`config.mk`:
```
export PLATFORM = sky130hd
export DESIGN_NAME = parking_ctrl
export DESIGN_NICKNAME = d
export VERILOG_FILES = /design/src/rtl/parking_ctrl.sv
export SDC_FILE = /design/constraint.sdc
export NUM_CORES = 1
export LEC_CHECK = 0
export BUFFER_PORTS_ARGS = -buffer_cell sky130_fd_sc_hd__buf_2
export CORE_ASPECT_RATIO = 0.75
export CORE_MARGIN = 3
export CORE_UTILIZATION = 51
export DETAILED_ROUTE_END_ITERATION = 6
export GPL_ROUTABILITY_DRIVEN = 0
export PLACE_DENSITY = 0.82
export SLEW_MARGIN = 40
export SYNTH_ARGS = -nofsm -noshare
export SYNTH_HDL_FRONTEND = slang
export SYNTH_SLANG_ARGS = --single-unit
```
`constraint.sdc`:
```
create_clock -name clk -period 4.3 [get_ports clk]
set_input_delay 0.215 -clock clk [delete_from_list [all_inputs] [get_ports clk]]
set_output_delay 0.215 -clock clk [all_outputs]
set_load 0.01 [all_outputs]
```
`src/rtl/parking_ctrl.sv`:
```
// Parking lot occupancy counter and entry-barrier sequencer.
// Takes one-cycle car pulses from the sensor FSMs and drives the barrier and status flags.
module parking_ctrl #(
  parameter int CAPACITY     = 8,
  parameter int CNT_W        = 4,
  parameter int OPEN_TIMEOUT = 16,
  parameter int CLOSE_DELAY  = 4
) (
  input  logic             clk,
  input  logic             reset,
  input  logic             entry_req,
  input  logic             car_in,
  input  logic             car_out,
  output logic [CNT_W-1:0] count,
  output logic             full,
  output logic             empty,
  output logic             gate_open,
  output logic             denied,
  output logic             timeout,
  output logic             tailgate,
  output logic             err_ovf,
  output logic             err_udf
);

  localparam int MAX_T = (OPEN_TIMEOUT > CLOSE_DELAY) ? OPEN_TIMEOUT : CLOSE_DELAY;
  localparam int TW    = (MAX_T > 2) ? $clog2(MAX_T) : 1;

  localparam logic [CNT_W-1:0] CAP        = CNT_W'(CAPACITY);
  localparam logic [TW-1:0]    OPEN_LAST  = TW'(OPEN_TIMEOUT - 1);
  localparam logic [TW-1:0]    CLOSE_LAST = TW'(CLOSE_DELAY - 1);

  typedef enum logic [1:0] {
    IDLE = 2'd0,
    OPEN = 2'd1,
    HOLD = 2'd2
  } state_t;

  state_t           state_reg;
  logic [TW-1:0]    timer_reg;
  logic [CNT_W-1:0] count_reg;
  logic             denied_reg;
  logic             timeout_reg;
  logic             tailgate_reg;
  logic             err_ovf_reg;
  logic             err_udf_reg;

  // Saturating occupancy count; simultaneous in/out pulses cancel regardless of level.
  always_ff @(posedge clk) begin
    if (reset) begin
      count_reg   <= '0;
      err_ovf_reg <= 1'b0;
      err_udf_reg <= 1'b0;
    end else if (car_in && !car_out) begin
      if (count_reg == CAP)
        err_ovf_reg <= 1'b1;
      else
        count_reg <= count_reg + 1'b1;
    end else if (car_out && !car_in) begin
      if (count_reg == '0)
        err_udf_reg <= 1'b1;
      else
        count_reg <= count_reg - 1'b1;
    end
  end

  // Barrier sequencer; the full check uses the registered count, so a same-cycle
  // car_out cannot turn a refused request into an accepted one.
  always_ff @(posedge clk) begin
    if (reset) begin
      state_reg    <= IDLE;
      timer_reg    <= '0;
      denied_reg   <= 1'b0;
      timeout_reg  <= 1'b0;
      tailgate_reg <= 1'b0;
    end else begin
      denied_reg   <= 1'b0;
      timeout_reg  <= 1'b0;
      tailgate_reg <= 1'b0;
      case (state_reg)
        IDLE: begin
          tailgate_reg <= car_in;
          if (entry_req) begin
            if (full) begin
              denied_reg <= 1'b1;
            end else begin
              state_reg <= OPEN;
              timer_reg <= '0;
            end
          end
        end
        OPEN: begin
          if (car_in) begin
            state_reg <= HOLD;
            timer_reg <= '0;
          end else if (timer_reg == OPEN_LAST) begin
            state_reg   <= IDLE;
            timeout_reg <= 1'b1;
          end else begin
            timer_reg <= timer_reg + 1'b1;
          end
        end
        HOLD: begin
          if (timer_reg == CLOSE_LAST)
            state_reg <= IDLE;
          else
            timer_reg <= timer_reg + 1'b1;
        end
        default: state_reg <= IDLE;
      endcase
    end
  end

  assign count     = count_reg;
  assign full      = (count_reg == CAP);
  assign empty     = (count_reg == '0);
  assign gate_open = (state_reg != IDLE);
  assign denied    = denied_reg;
  assign timeout   = timeout_reg;
  assign tailgate  = tailgate_reg;
  assign err_ovf   = err_ovf_reg;
  assign err_udf   = err_udf_reg;

endmodule

```
==> results.yml, run 1 <==
logic_synthesis:
  synth_area_leaders: "dfxtp_1 (31%), ha_1 (13%), inv_1 (3.9%)"
  postSynthAreaPerCell_sq_um: 9.29
  synth_top_cell_area_share_pct: 31.4
  yosys_warnings: 0
  ys_seq_elements: 15
  ys_seq_area_share_pct: 31.4
  async_flop_share_pct: 0
  synth_cell_type_count: 40
  synth-edff-count: 0
  netlist_instances: 103
  yosysTopAreaCell: "dfxtp_1"
  syn_area_sq_um: 957
  synthFlopType: "dfxtp_1"
  synth_fp_nets: 119
cells_and_area:
  nets: 138
  final_common_cell: "buf_2"
  area_growth_pct: 12.4
  num_antenna_cells: 0
  layout_common_cells: "buf_2 (16), dfxtp_1 (15), inv_1 (10), ha_1 (10), a21oi_1 (7)"
  stdcell_area_sq_um: 1080
  fillers: 139
  layout-drive-gt1-share_pct: 22.3
route:
  num_vias: 803
  dr.pass1.iters: 4
  first_iter_violations: 7
  ant_nets: 0
  wl_per_cell_um: 13.6
  viasPerCell: 5.65
  routed_wl_mm: 1.94
  drc_errors: 0
cts:
  root_buffer: "clkbuf_4"
  post_cts_buffers: 0
  clkTransAtPathRegs_ps: 90
  clock_path_buffers: 2
  cts_resized: 0
  hold_buffers: 0
  htreeDepth: 1
  tritoncts: "yes"
  cts.sinks: 15
  cts_made_buffers: 3
  clkLatencyLatePin_ps: 290
worst_hold_path:
  hold_class: "in -> reg"
  hp-start: "car_in"
  hold_end: "tailgate"
  holdPathStages: 3
floorplan:
  fp.dieW_um: 56.0
  initial_core_util_pct: 59.0
  io_pins: 17
  dieArea_sq_um: 2440
  rows: 12
  die_y_um: 43.5
  core-area_sq_um: 1620
pwr:
  irDropWorstVdd_mv: 0.314
  p_total_mw: 0.576
  p_per_area_nw_per_um2: 535
  p_leak_nw: 0.468
critical_path:
  reg2reg_depth: 5
  rr_endpoint: "count[3]"
  crit_chain: "buf_2 > inv_1 > ha_1 > inv_1 > ha_1 > a21o_1 > a21oi_1 > mux2_1 > a2111oi_1"
  path_max_fanout: 6
  cp-end-kind: "register"
  r2r_slack_ps: 2300
  critPathKind: "in -> reg"
  slowest_delay_ps: 350
  required_ps: 4470
  cp_slowest_cell: "mux2_1"
  start_kind: "input pin"
  crit_buf_inv: 3
  crit_arrival_ps: 2190
  crit_family: "compound AO/OA/AOI/OAI gates"
  r2r_start: "count[1]"
timing:
  max_slew_margin_pct: 72.9
  finClkSkew_ps: 10.8
  finalHoldViolCount: 0
  worstMarginPinSlew_ps: 406
  fin_setup_tns_ps: 0
  setup_violations: 0
  rsz0062_at_grt: "no"
  setup_slack_ps: 2290
  max_freq_mhz: 496
  finalCriticalPeriod_ps: 2010
  maxSlewViolCount: 0
  period_share_pct: 46.8
placement:
  pre_cts_ws_ps: 1960
  placed_area_sq_um: 1050
  numPortBuffers: 16
  dp_hpwl_mm: 1.55
grt:
  gr-total-overflow: 0
  grt_pass1_wl_mm: 3.26
  grt_pass1_vias: 732
  grt_max_degree: 20
  antenna_found_initial: 0
  grtUsageTotal_pct: 17.1
status:
  status: "complete, no violations"
flow_run:
  drv_cap: 0
==> how the worst max path moves through the flow <==
| stage | from | to | slack (ps) | cells past startpoint |
|---|---|---|---|---|
| finish | car_out | count[3] | 2290 | 9 |
| global route | car_out | count[3] | 2120 | 9 |
| CTS | count[1] | count[3] | 2260 | 5 |
| detailed placement | car_out | count[3] | 1960 | 9 |
| global placement | car_out | count[3] | 2100 | 9 |
| floorplan | car_out | count[3] | 2290 | 8 |
==> synthesized netlist by cell type (2+ instances only) <==
library cell and number:
a211oi_1 3, a21oi_1 7, dfxtp_1 15, ha_1 10, inv_1 10, mux2i_1 2
nand2_1 3, nand2b_1 3, nand3_1 3, nand4_1 2, nor2_1 6, nor2b_1 2
nor3_1 4, nor4_1 3, o21ai_1 2, or2b_1 2, xnor2_1 3
==> worst register-to-register path: cells and delay by family (launching register included) <==
| kind | cells | cell delay (ps) |
|---|---|---|
| AOI/OAI and AO/OA | 3 | 760 |
| DFF | 1 | 490 |
| muxes | 1 | 350 |
| adders and majority gates | 1 | 280 |
==> area by class of cell <==
cell class | count | area, sq um | area share [%]
flip-flops and latches | 15 | 300 | 27.9
well taps | 21 | 26.3 | 2.44
multi-input cells | 75 | 599 | 55.7
repair buffers | 16 | 80.1 | 7.44
inverters | 11 | 42.5 | 3.95
clock buffers | 3 | 22.5 | 2.09
clock inverters | 1 | 5.00 | 0.465
==> logic make-up after synthesis <==
group	after synthesis	share of synthesized area [%]
AND/OR/NAND/NOR	33	19.7
AO/OA/AOI/OAI	25	21.7
flip-flops	15	31.4
buffers and inverters	13	6.01
adder cells (fa/ha/maj)	11	15.2
XOR/XNOR	3	2.75
multiplexers	3	3.27
==> per-layer routing <==
layer	part of all wire (%)	global-route usage [%]
met1	49	22.4
met3	5.9	7.14
met2	44	26.1
met4	0.98	4.27
met5	0	0
==> stage by stage <==
stage / utilization (%) / hold WS [ps] / instances
after floorplan: - / 364 / 103
after global placement: 64.7 / 444 / 138
after detailed placement: 64.7 / 464 / 138
after CTS: 66.4 / 237 / 142
after global routing: 66.4 / 247 / 142
final: 66.4 / 242 / 142
==> power breakdown <==
part | total, mW | switching [mW] | internal (mW)
registers | 0.203 | 0.0380 | 0.165
logic | 0.291 | 0.160 | 0.131
clock network | 0.0813 | 0.0467 | 0.0346
total | 0.576 | 0.245 | 0.331
Note: power is estimated with default switching activity, not from simulation.
==> inputs of run 2 (changes only) <==
Settings changed: CORE_UTILIZATION 51 to 48, PLACE_DENSITY 0.82 to 0.81.
Clock period 4.3 ns to 1.7 ns, I/O delays scaled along.
==> run 2 against run 1 <==
Compared with the run above:
- critical path depth decreased by 5
- utilization grew 2.5 points
- hold slack worse by 110 ps
- wire length grew 15%
- clock skew shrank 5.3 ps
- die area increased by 5.5%
- largest cell class unchanged
- highest routed layer unchanged
==> results.yml, run 2 (synthesized netlist as in run 1, its figures left out) <==
route:
  num_vias: 872
  routed_wl_mm: 2.23
  wl_per_cell_um: 14.2
  viasPerCell: 5.55
  ant_nets: 0
  dr.pass1.iters: 4
  drc_errors: 0
  first_iter_violations: 31
pwr:
  p_leak_nw: 0.539
  switching_power_mw: 0.698
  irDropWorstVdd_mv: 0.752
  p_per_area_nw_per_um2: 1360
  power_frac_comb_pct: 56.9
  power_frac_seq_pct: 30.6
  clockPowerShare_pct: 12.6
  power.internal_mw: 0.988
  netSwitchingFraction_pct: 41.4
  p_total_mw: 1.69
cts:
  clock_path_buffers: 2
  hold_buffers: 0
  clkLatencyLatePin_ps: 290
  root_buffer: "clkbuf_4"
  cts.sinks: 15
  htreeDepth: 1
  cts_made_buffers: 3
  clkTransAtPathRegs_ps: 90
  tritoncts: "yes"
grt:
  grt_max_degree: 20
  grt_pass1_vias: 774
  antenna_found_initial: 0
  grt_pass1_wl_mm: 3.52
  grtUsageTotal_pct: 18.7
  gr-total-overflow: 0
timing:
  setup_violations: 0
  finalCriticalPeriod_ps: 1640
  finalHoldViolCount: 0
  max_slew_margin_pct: 75.0
  rsz0062_at_grt: "yes"
  worstMarginPinSlew_ps: 375
  finClkSkew_ps: 5.49
  max_freq_mhz: 608
  period_share_pct: 96.7
  maxSlewViolCount: 0
cells_and_area:
  layout_common_cells: "buf_2 (16), buf_4 (14), dfxtp_1 (11)"
  final_util_pct: 68.9
  layout-drive-gt1-share_pct: 40.0
  area_growth_pct: 29.9
  final_common_cell: "buf_2"
  fillers: 141
  multiInputGateArea_sq_um: 653
  num_antenna_cells: 0
  seqCellArea_sq_um: 308
  nets: 152
  stdcell_area_sq_um: 1240
  finalNonFillerCells: 157
critical_path:
  path_max_fanout: 6
  crit_arrival_ps: 1560
  cp-end-kind: "output pin"
  critPathKind: "reg -> out"
  required_ps: 1620
  start_kind: "register"
placement:
  placed_area_sq_um: 1180
  dp.cells: 152
  numPortBuffers: 16
  dp_hpwl_mm: 1.67
floorplan:
  rows: 13
  dieArea_sq_um: 2570
  fp.dieW_um: 57.6
  initial_core_util_pct: 53.0
  io_pins: 17
  die_y_um: 44.7
  core-area_sq_um: 1810
status:
  status: "complete, no violations"
flow_run:
  drv_cap: 0
worst_hold_path:
  hold_class: "in -> reg"
run 2: through the flow:
stage	worst slack, ps	hold slack [ps]	TNS, ps
final	55.9	130	0
after global routing	-20.1	159	-20.1
after CTS	7.22	124	0
after detailed placement	-137	439	-137
after global placement	-48.3	434	-48.3
after floorplan	2.59	234	0
run 2: cell type report:
type | instances | area share, %
flip-flops and latches | 15 | 24.7
clock buffers | 4 | 2.11
repair buffers | 30 | 14.9
inverters | 11 | 3.52
well taps | 22 | 2.21
multi-input cells | 75 | 52.5
run 2: worst max-delay path: stages (launching register included):
cell and delay (ps):
dfxtp_4 360, buf_4 160, or4b_4 530, inv_4 100, buf_2 130
run 2: power groups by stage:
stage	clock network [mW]	logic [mW]	registers, mW
2_1_floorplan	0	0.560	0.529
3_3_place_gp	0	0.878	0.508
3_5_place_dp	0	0.903	0.515
4_1_cts	0.222	0.930	0.509
5_1_grt	0.234	1.05	0.522
6_report	0.212	0.959	0.515
run 2: worst paths after layout:
kind,start,to,slack (ps),cells past startpoint
max reg2reg,count[1],timer_reg[3],80,5
min reg2reg,err_ovf,err_ovf,470,2
max,count[1],full,60,4
min,entry_req,denied,130,3
run 2: what timing repair did:
action | 4_1_cts | 5_1_grt
endpoints found under the setup margin | 2 | 6
setup buffers | 0 | 1
pin swaps | 3 | 6
resized for setup | 2 | 8
run 2: metal layers:
layer | share of wire (%) | vias to the layer above | track usage, %
li1 | - | 437 | -
met1 | 47 | 407 | 23.9
met2 | 45 | 22 | 28.6
met3 | 6.3 | 6 | 6.41
met4 | 2.2 | 0 | 8.33
met5 | 0 | - | 0
